`src/rtl/serial_borrow_subtractor_pkg.sv`:
```
// serial_borrow_subtractor_pkg: shared state encoding, flag positions and counter sizing
package serial_borrow_subtractor_pkg;

    typedef enum logic [1:0] {
        IDLE = 2'b00,
        RUN  = 2'b01,
        DONE = 2'b10
    } state_t;

    localparam int FLAG_B = 0;
    localparam int FLAG_V = 1;
    localparam int FLAG_Z = 2;
    localparam int FLAG_N = 3;

    function automatic int cnt_w(input int width);
        return (width > 1) ? $clog2(width) : 1;
    endfunction

endpackage

```
`src/rtl/full_subtractor_1bit.sv`:
```
// full_subtractor_1bit: one ripple-borrow stage, d = a - b - bw_in
module full_subtractor_1bit (
    input  logic a,
    input  logic b,
    input  logic bw_in,
    output logic d,
    output logic bw_out
);

    assign d      = a ^ b ^ bw_in;
    assign bw_out = (~a & b) | (~(a ^ b) & bw_in);

endmodule

```
`src/rtl/serial_borrow_subtractor.sv`:
```
// serial_borrow_subtractor: bit-serial A - B, one borrow stage per clock, start/done handshake
module serial_borrow_subtractor
    import serial_borrow_subtractor_pkg::*;
#(
    parameter int WIDTH = 32
) (
    input  logic             clock,
    input  logic             reset_n,
    input  logic             start,
    input  logic [WIDTH-1:0] A,
    input  logic [WIDTH-1:0] B,
    output logic             busy,
    output logic             done,
    output logic [WIDTH-1:0] Result,
    output logic             b_out,
    output logic             v_flag,
    output logic             z_flag
);

    localparam int CNT_W = cnt_w(WIDTH);
    localparam logic [CNT_W-1:0] LAST = CNT_W'(WIDTH - 1);

    state_t           state, state_nxt;
    logic [WIDTH-1:0] a_sh, b_sh, r_nxt;
    logic [WIDTH-2:0] r_sh;
    logic [CNT_W-1:0] cnt;
    logic [FLAG_N-1:0] flags;
    logic             bw, bw_nxt, d, last, accept;

    full_subtractor_1bit u_fs (
        .a     (a_sh[0]),
        .b     (b_sh[0]),
        .bw_in (bw),
        .d     (d),
        .bw_out(bw_nxt)
    );

    // Next state, handshake outputs and the partial result with the current bit merged on top
    always_comb begin
        last      = (state == RUN) && (cnt == LAST);
        accept    = start && (state != RUN);
        state_nxt = (state == RUN) ? (last ? DONE : RUN) : (accept ? RUN : IDLE);
        busy      = state == RUN;
        done      = state == DONE;
        r_nxt     = {d, r_sh};
    end

    // State register
    always_ff @(posedge clock or negedge reset_n) begin
        if (!reset_n) state <= IDLE;
        else          state <= state_nxt;
    end

    // Operand/result shifting one bit per RUN cycle; outputs only load on the final bit
    always_ff @(posedge clock or negedge reset_n) begin
        if (!reset_n) begin
            a_sh   <= '0;
            b_sh   <= '0;
            r_sh   <= '0;
            bw     <= 1'b0;
            cnt    <= '0;
            Result <= '0;
            flags  <= '0;
        end else if (accept) begin
            a_sh <= A;
            b_sh <= B;
            r_sh <= '0;
            bw   <= 1'b0;
            cnt  <= '0;
        end else if (busy) begin
            a_sh <= {1'b0, a_sh[WIDTH-1:1]};
            b_sh <= {1'b0, b_sh[WIDTH-1:1]};
            r_sh <= r_nxt[WIDTH-1:1];
            bw   <= bw_nxt;
            cnt  <= cnt + CNT_W'(1);
            if (last) begin
                Result        <= r_nxt;
                flags[FLAG_B] <= bw_nxt;
                flags[FLAG_V] <= (a_sh[0] ^ b_sh[0]) & (a_sh[0] ^ d);
                flags[FLAG_Z] <= ~|r_nxt;
            end
        end
    end

    assign b_out  = flags[FLAG_B];
    assign v_flag = flags[FLAG_V];
    assign z_flag = flags[FLAG_Z];

endmodule

```
`config.mk`:
```
export PLATFORM = sky130hd
export DESIGN_NAME = serial_borrow_subtractor
export DESIGN_NICKNAME = d
export VERILOG_FILES = /design/src/rtl/serial_borrow_subtractor_pkg.sv /design/src/rtl/full_subtractor_1bit.sv /design/src/rtl/serial_borrow_subtractor.sv
export SDC_FILE = /design/constraint.sdc
export NUM_CORES = 1
export LEC_CHECK = 0
export CAP_MARGIN = 0
export CORE_UTILIZATION = 40
export DETAILED_ROUTE_END_ITERATION = 8
export PLACE_DENSITY = 0.61
export SLEW_MARGIN = 10
export SYNTH_ARGS = -nofsm -noshare
export SYNTH_HDL_FRONTEND = slang
export SYNTH_SLANG_ARGS = --single-unit
```
`constraint.sdc`:
```
create_clock -name clock -period 2 [get_ports clock]
set_input_delay 0.4 -clock clock [delete_from_list [all_inputs] [get_ports clock]]
set_output_delay 0.4 -clock clock [all_outputs]
set_load 0.005 [all_outputs]
```
== Word level (Yosys, flattened, before mapping) ==
Index checks and enable logic that the tools add are counted.

* $add $sub $neg: 1
* Equal/unequal tests: 4
* Mux-type cells: 13
* Bitwise logic cells: 10
* Reductions and logical operators: 6

{| class="wikitable"
|+ Operator list
! operator !! number
|-
| two-way mux 32 bit || 4
|-
| two-way mux 31 bit || 2
|-
| OR reduction 32 bit || 1
|-
| two-way mux 5 bit || 2
|-
| adder 5 x 1 -> 5 bit (second input constant) || 1
|-
| == test 5 bit (second input constant) || 1
|-
| two-way mux 2 bit || 2
|-
| AND 1 bit || 3
|-
| two-way mux 1 bit || 3
|-
| inverter 1 bit || 3
|-
| AND reduction 3 bit || 1
|-
| bitwise XOR 1 bit || 3
|-
| == test 2 x 1 -> 1 bit (second input constant) || 1
|-
| == test 2 bit (second input constant) || 1
|-
| logical AND 1 bit || 2
|-
| != test 2 x 1 -> 1 bit (second input constant) || 1
|-
| nonzero test 2 bit || 1
|-
| logical NOT 1 bit || 1
|-
| bitwise OR 1 bit || 1
|}

* Register bits after elaboration: 138
* Input bits: 67
* Output and inout bits: 37
* Word-level logic and storage cells: 42

== Logic depth before layout (Yosys ltp) ==
* Depth in word-level cells: 6
* Depth in mapped cells: 8
* Depth with buffers taken out: 6

== Modules after synthesis ==
From an unflattened synthesis, not the netlist that was laid out.

* Cell total of the unflattened synthesis: 539
* Area total of the unflattened synthesis: 6,003.3 µm²

{| class="wikitable"
|+ By module, submodules not included
! module !! instances !! cells each !! area an instance (µm²) !! seq. area each (µm²)
|-
| serial_borrow_subtractor || 1 || 535 || 5,972.0 || 3,453.3
|-
| full_subtractor_1bit || 1 || 4 || 31.3 || 0.0
|}

== Least setup slack after synthesis ==
No wires, ideal clock.

* Path kind: flip-flop to flip-flop
* From: reg cnt[0]
* To: reg Result[29]
* Setup time: 0.125 ns
* Arrival: 1.654 ns
* Required time: 1.875 ns
* Slack: 0.221 ns
* Stages on the path, launching flop included: 8
* Buffers on the path: 2
* Clock period less this slack: 1.779 ns
* Cell sequence: dfrtp_1 ha_1 and3_1 ha_1 nand3b_4 buf_6 buf_4 mux2_2

* Cells in the longest elaborated chain, start to end: 3

{| class="wikitable"
|+ RTL lines
! what !! RTL line !! RTL
|-
| from (decl) || serial_borrow_subtractor.sv:26 || <nowiki>logic [CNT_W-1:0] cnt;</nowiki>
|-
| from (signal assigned) || serial_borrow_subtractor.sv:75 || <nowiki>cnt <= cnt + CNT_W'(1);</nowiki>
|-
| == test 5 bit || serial_borrow_subtractor.sv:40 || <nowiki>last = (state == RUN) && (cnt == LAST);</nowiki>
|-
| logical AND 1 bit || serial_borrow_subtractor.sv:40 ||
|-
| AND reduction 3 bit (no source line) || n/a ||
|-
| to (signal assigned) || serial_borrow_subtractor.sv:77 || <nowiki>Result <= r_nxt;</nowiki>
|-
| to (decl) || serial_borrow_subtractor.sv:14 || <nowiki>output logic [WIDTH-1:0] Result,</nowiki>
|}

No other way between the ends.
A chain may end at the register's enable or synchronous reset.

== Final worst setup path ==
* From: reg state[1]
* To: out done

* Cells in the longest elaborated chain, start to end: 1

{| class="wikitable"
|+ RTL lines
! what !! RTL line !! RTL
|-
| from (decl) || serial_borrow_subtractor.sv:23 || <nowiki>state_t state, state_nxt;</nowiki>
|-
| from (signal assigned) || serial_borrow_subtractor.sv:51 || <nowiki>else state <= state_nxt;</nowiki>
|-
| == test 2 bit || serial_borrow_subtractor.sv:44 || <nowiki>done = state == DONE;</nowiki>
|-
| to (decl) || serial_borrow_subtractor.sv:13 || <nowiki>output logic done,</nowiki>
|}

No other way between the ends.

==> results.md <==
- Grt ovf: 0
- CTS max path bufs: 2
- Synth Area in Adders: 0.952%
- IO Count: 104
- Post-Syn Instances: 534
- Pwr dens: 1380 nW/um^2
- 1st-pass router iterations: 7
- Compound-Gate Fraction of Synth Area: 8.34%
- CP endpoint kind: output port
- Clock Pin Slew Worst Setup and Hold Paths: 0.06 ns
- CTS tree: built
- Fin cells: 829
- Met1 GRT Util: 22.4%
- Met2 GRT Util: 24.1%
- 1st-iter DRT viols: 196
- Post-CTS setup buffers: 0
- GR Layer Usage met3: 5.86%
- Width of the die: 125 um
- Post-Place Cells: 796
- Status: finished, violations left
- Routability Congestion: 0.790
- Main combinational cell family by area after synthesis: multiplexers
- CTS Buf Count: 17
- DRC Markers: 18
- Post-DP HPWL: 8110 um
- Warnings from Yosys: 0
- Number of max-slew violations in the final report: 0
- Commonest non-fill, non-tap cells in the layout: dfrtp_1, clkdlybuf4s50_1, nand2_1
- Final setup vio count: 0
- Simple-Gate Fraction of Synth Area: 11.8%
- Multi-input logic area: 2340 um^2
- First-pass GRT wire length: 20200 um
- CP Data Required Time: 1.60 ns
- Syn-to-layout area delta: 30.5%
- Core Box Area: 14600 um^2
- Initial antenna violation count: 0
- Layout cells sized above 1: 12.4%
- Synth cell types: 30
- Final Hold Fails: 0
- Detailed-route wire length per cell: 14.4 um
- Sequential share of the synthesized area: 57.1%
- Worst Tran Pin Value: 0.446 ns
- H-tree Lvls: 4
- Full die area: 15600 um^2
- Crit Path Class: reg -> out
- Max_cap viols: 0
- Vias/cell: 4.90
- Remaining antenna violation count: 0
- Commonest non-fill, non-tap cell in the layout: dfrtp_1
- RSZ-0062 raised after global routing: no
- Starting Density: 41.3%
- Largest net degree at the start of global routing: 119
- FF-to-FF path depth: 6
- Peak supply drop: 0.651 mV
- Mux cell area share after synthesis: 17.3%
- # nets final: 703
- # rows: 44
- Root Buffer: clkbuf_16
- CP Max Fanout: 3
- I/O Buffers: 103
- TritonCTS Sinks: 138
- Hold slack: 0.421 ns
- Fin crit share: 96.8%
- Routed WL: 11900 um
- Post-synthesis cell area: 6050 um^2
- Mean cell area of the mapped netlist: 11.3 um^2
- Synth Register Bits: 138
- # diodes: 0
- Via Count: 4064
- Worst path arrival time: 1.54 ns
- FFs w/ async S/R, synth: 100%
- Total GRT Usage: 16.4%
- Rel. slew slack: 70.0%
- # fillers: 1292
- EDFF count, synth: 0
- Reg area: 3450 um^2
- Final total power: 0.0109 W
- CP startpoint kind: register
- LEAKAGE: 3.65 nW
- HP Class: in -> async
- Clock latency on the worst-skew pair: 0.41 ns
- Number of global-route vias before repair: 4067
- Top_reg_cell synth: dfrtp_1
- Failing checks: DRC
- Syn_nets: 605
- Tmin final: 1.94 ns
- Post-Synth XOR/XNOR Area: 0.290%
- Die Y: 125 um
- Setup Skew: 0.00603 ns
- GRT busiest layer: met2
- Max Fclk: 0.516 GHz
- Setup TNS: 0 ns
state kept, by name, summed over array words and instances (netlist names):
signal and cells:
flags 3, bw 1, b_sh 32, state 2
Result 32, cnt 5, r_sh 31, a_sh 32
per-layer routing:
layer,up-vias,routed length [um]
met5,-,0
met1,1933,5790
met2,89,5180
met4,0,194
met3,13,785
li1,2029,-
stage by stage:
step | area [um^2] | utilization, % | worst slack, ns
2_1_floorplan | 6050 | - | 0.221
3_3_place_gp | 7250 | 49.5 | 0.169
3_5_place_dp | 7250 | 49.5 | 0.113
4_1_cts | 7890 | 53.9 | 0.0379
5_1_grt | 7890 | 53.9 | 0.00345
6_report | 7890 | 53.9 | 0.0633
worst max-delay path, stage by stage (launching register included):
cell and delay, ns:
dfrtp_1 0.40, nor2b_2 0.21, clkdlybuf4s50_1 0.52
power by group:
| group | total [W] | leakage, nW | internal, W | switching [W] |
|---|---|---|---|---|
| clock | 0.00327 | 0.307 | 0.00216 | 0.00111 |
| combinational | 0.00295 | 1.54 | 0.00159 | 0.00136 |
| sequential | 0.00469 | 1.81 | 0.00390 | 0.000790 |
worst paths after layout:
path	endpoint	slack [ns]	startpoint
hold / removal	Result[10]	0.42	reset_n
max in group asynchronous	a_sh[11]	0.90	reset_n
min in group clock	b_sh[17]	0.48	b_sh[18]
setup reg to reg	Result[26]	0.13	cnt[0]
setup / recovery	done	0.06	state[1]
hold reg to reg	b_sh[17]	0.48	b_sh[18]
cell usage after synthesis (2+ instances only):
cell | n | area [um^2]
dfrtp_1 | 138 | 3450
nand2_1 | 99 | 372
o21ai_0 | 90 | 450
mux2i_1 | 66 | 661
nand2b_1 | 34 | 213
mux2_2 | 33 | 372
buf_2 | 16 | 80.1
clkbuf_1 | 12 | 45.0
nor4_1 | 7 | 43.8
o21ai_1 | 6 | 30.0
buf_8 | 4 | 60.1
nor2_1 | 4 | 15.0
ha_1 | 3 | 37.5
buf_4 | 2 | 15.0
buf_6 | 2 | 22.5
inv_1 | 2 | 7.51
nand4_1 | 2 | 12.5
o31ai_1 | 2 | 15.0
area by class of cell:
cell class              instances  share of cell area, %
multi-input cells             357                   29.7
clock buffers                  26                   6.58
flip-flops and latches        138                   43.8
inverters                       2                 0.0951
repair buffers                116                   15.6
clock inverters                 6                   1.36
well taps                     184                   2.92
timing repair:
action                                  CTS  global route
endpoints found under the hold margin    21             0
endpoints found under the setup margin    2             0
hold buffers                              1             0
gates resized for setup                   2             0
cell families (layout without fill, tap and decap cells):
logic type | after synthesis | after routing
simple gates | 152 | 152
flops | 138 | 138
mux | 100 | 100
compound gates | 99 | 99
buf+inv | 39 | 150
fa+ha+maj | 4 | 4
xor+xnor | 2 | 2
No activity file was read; power rests on OpenSTA's default activity.
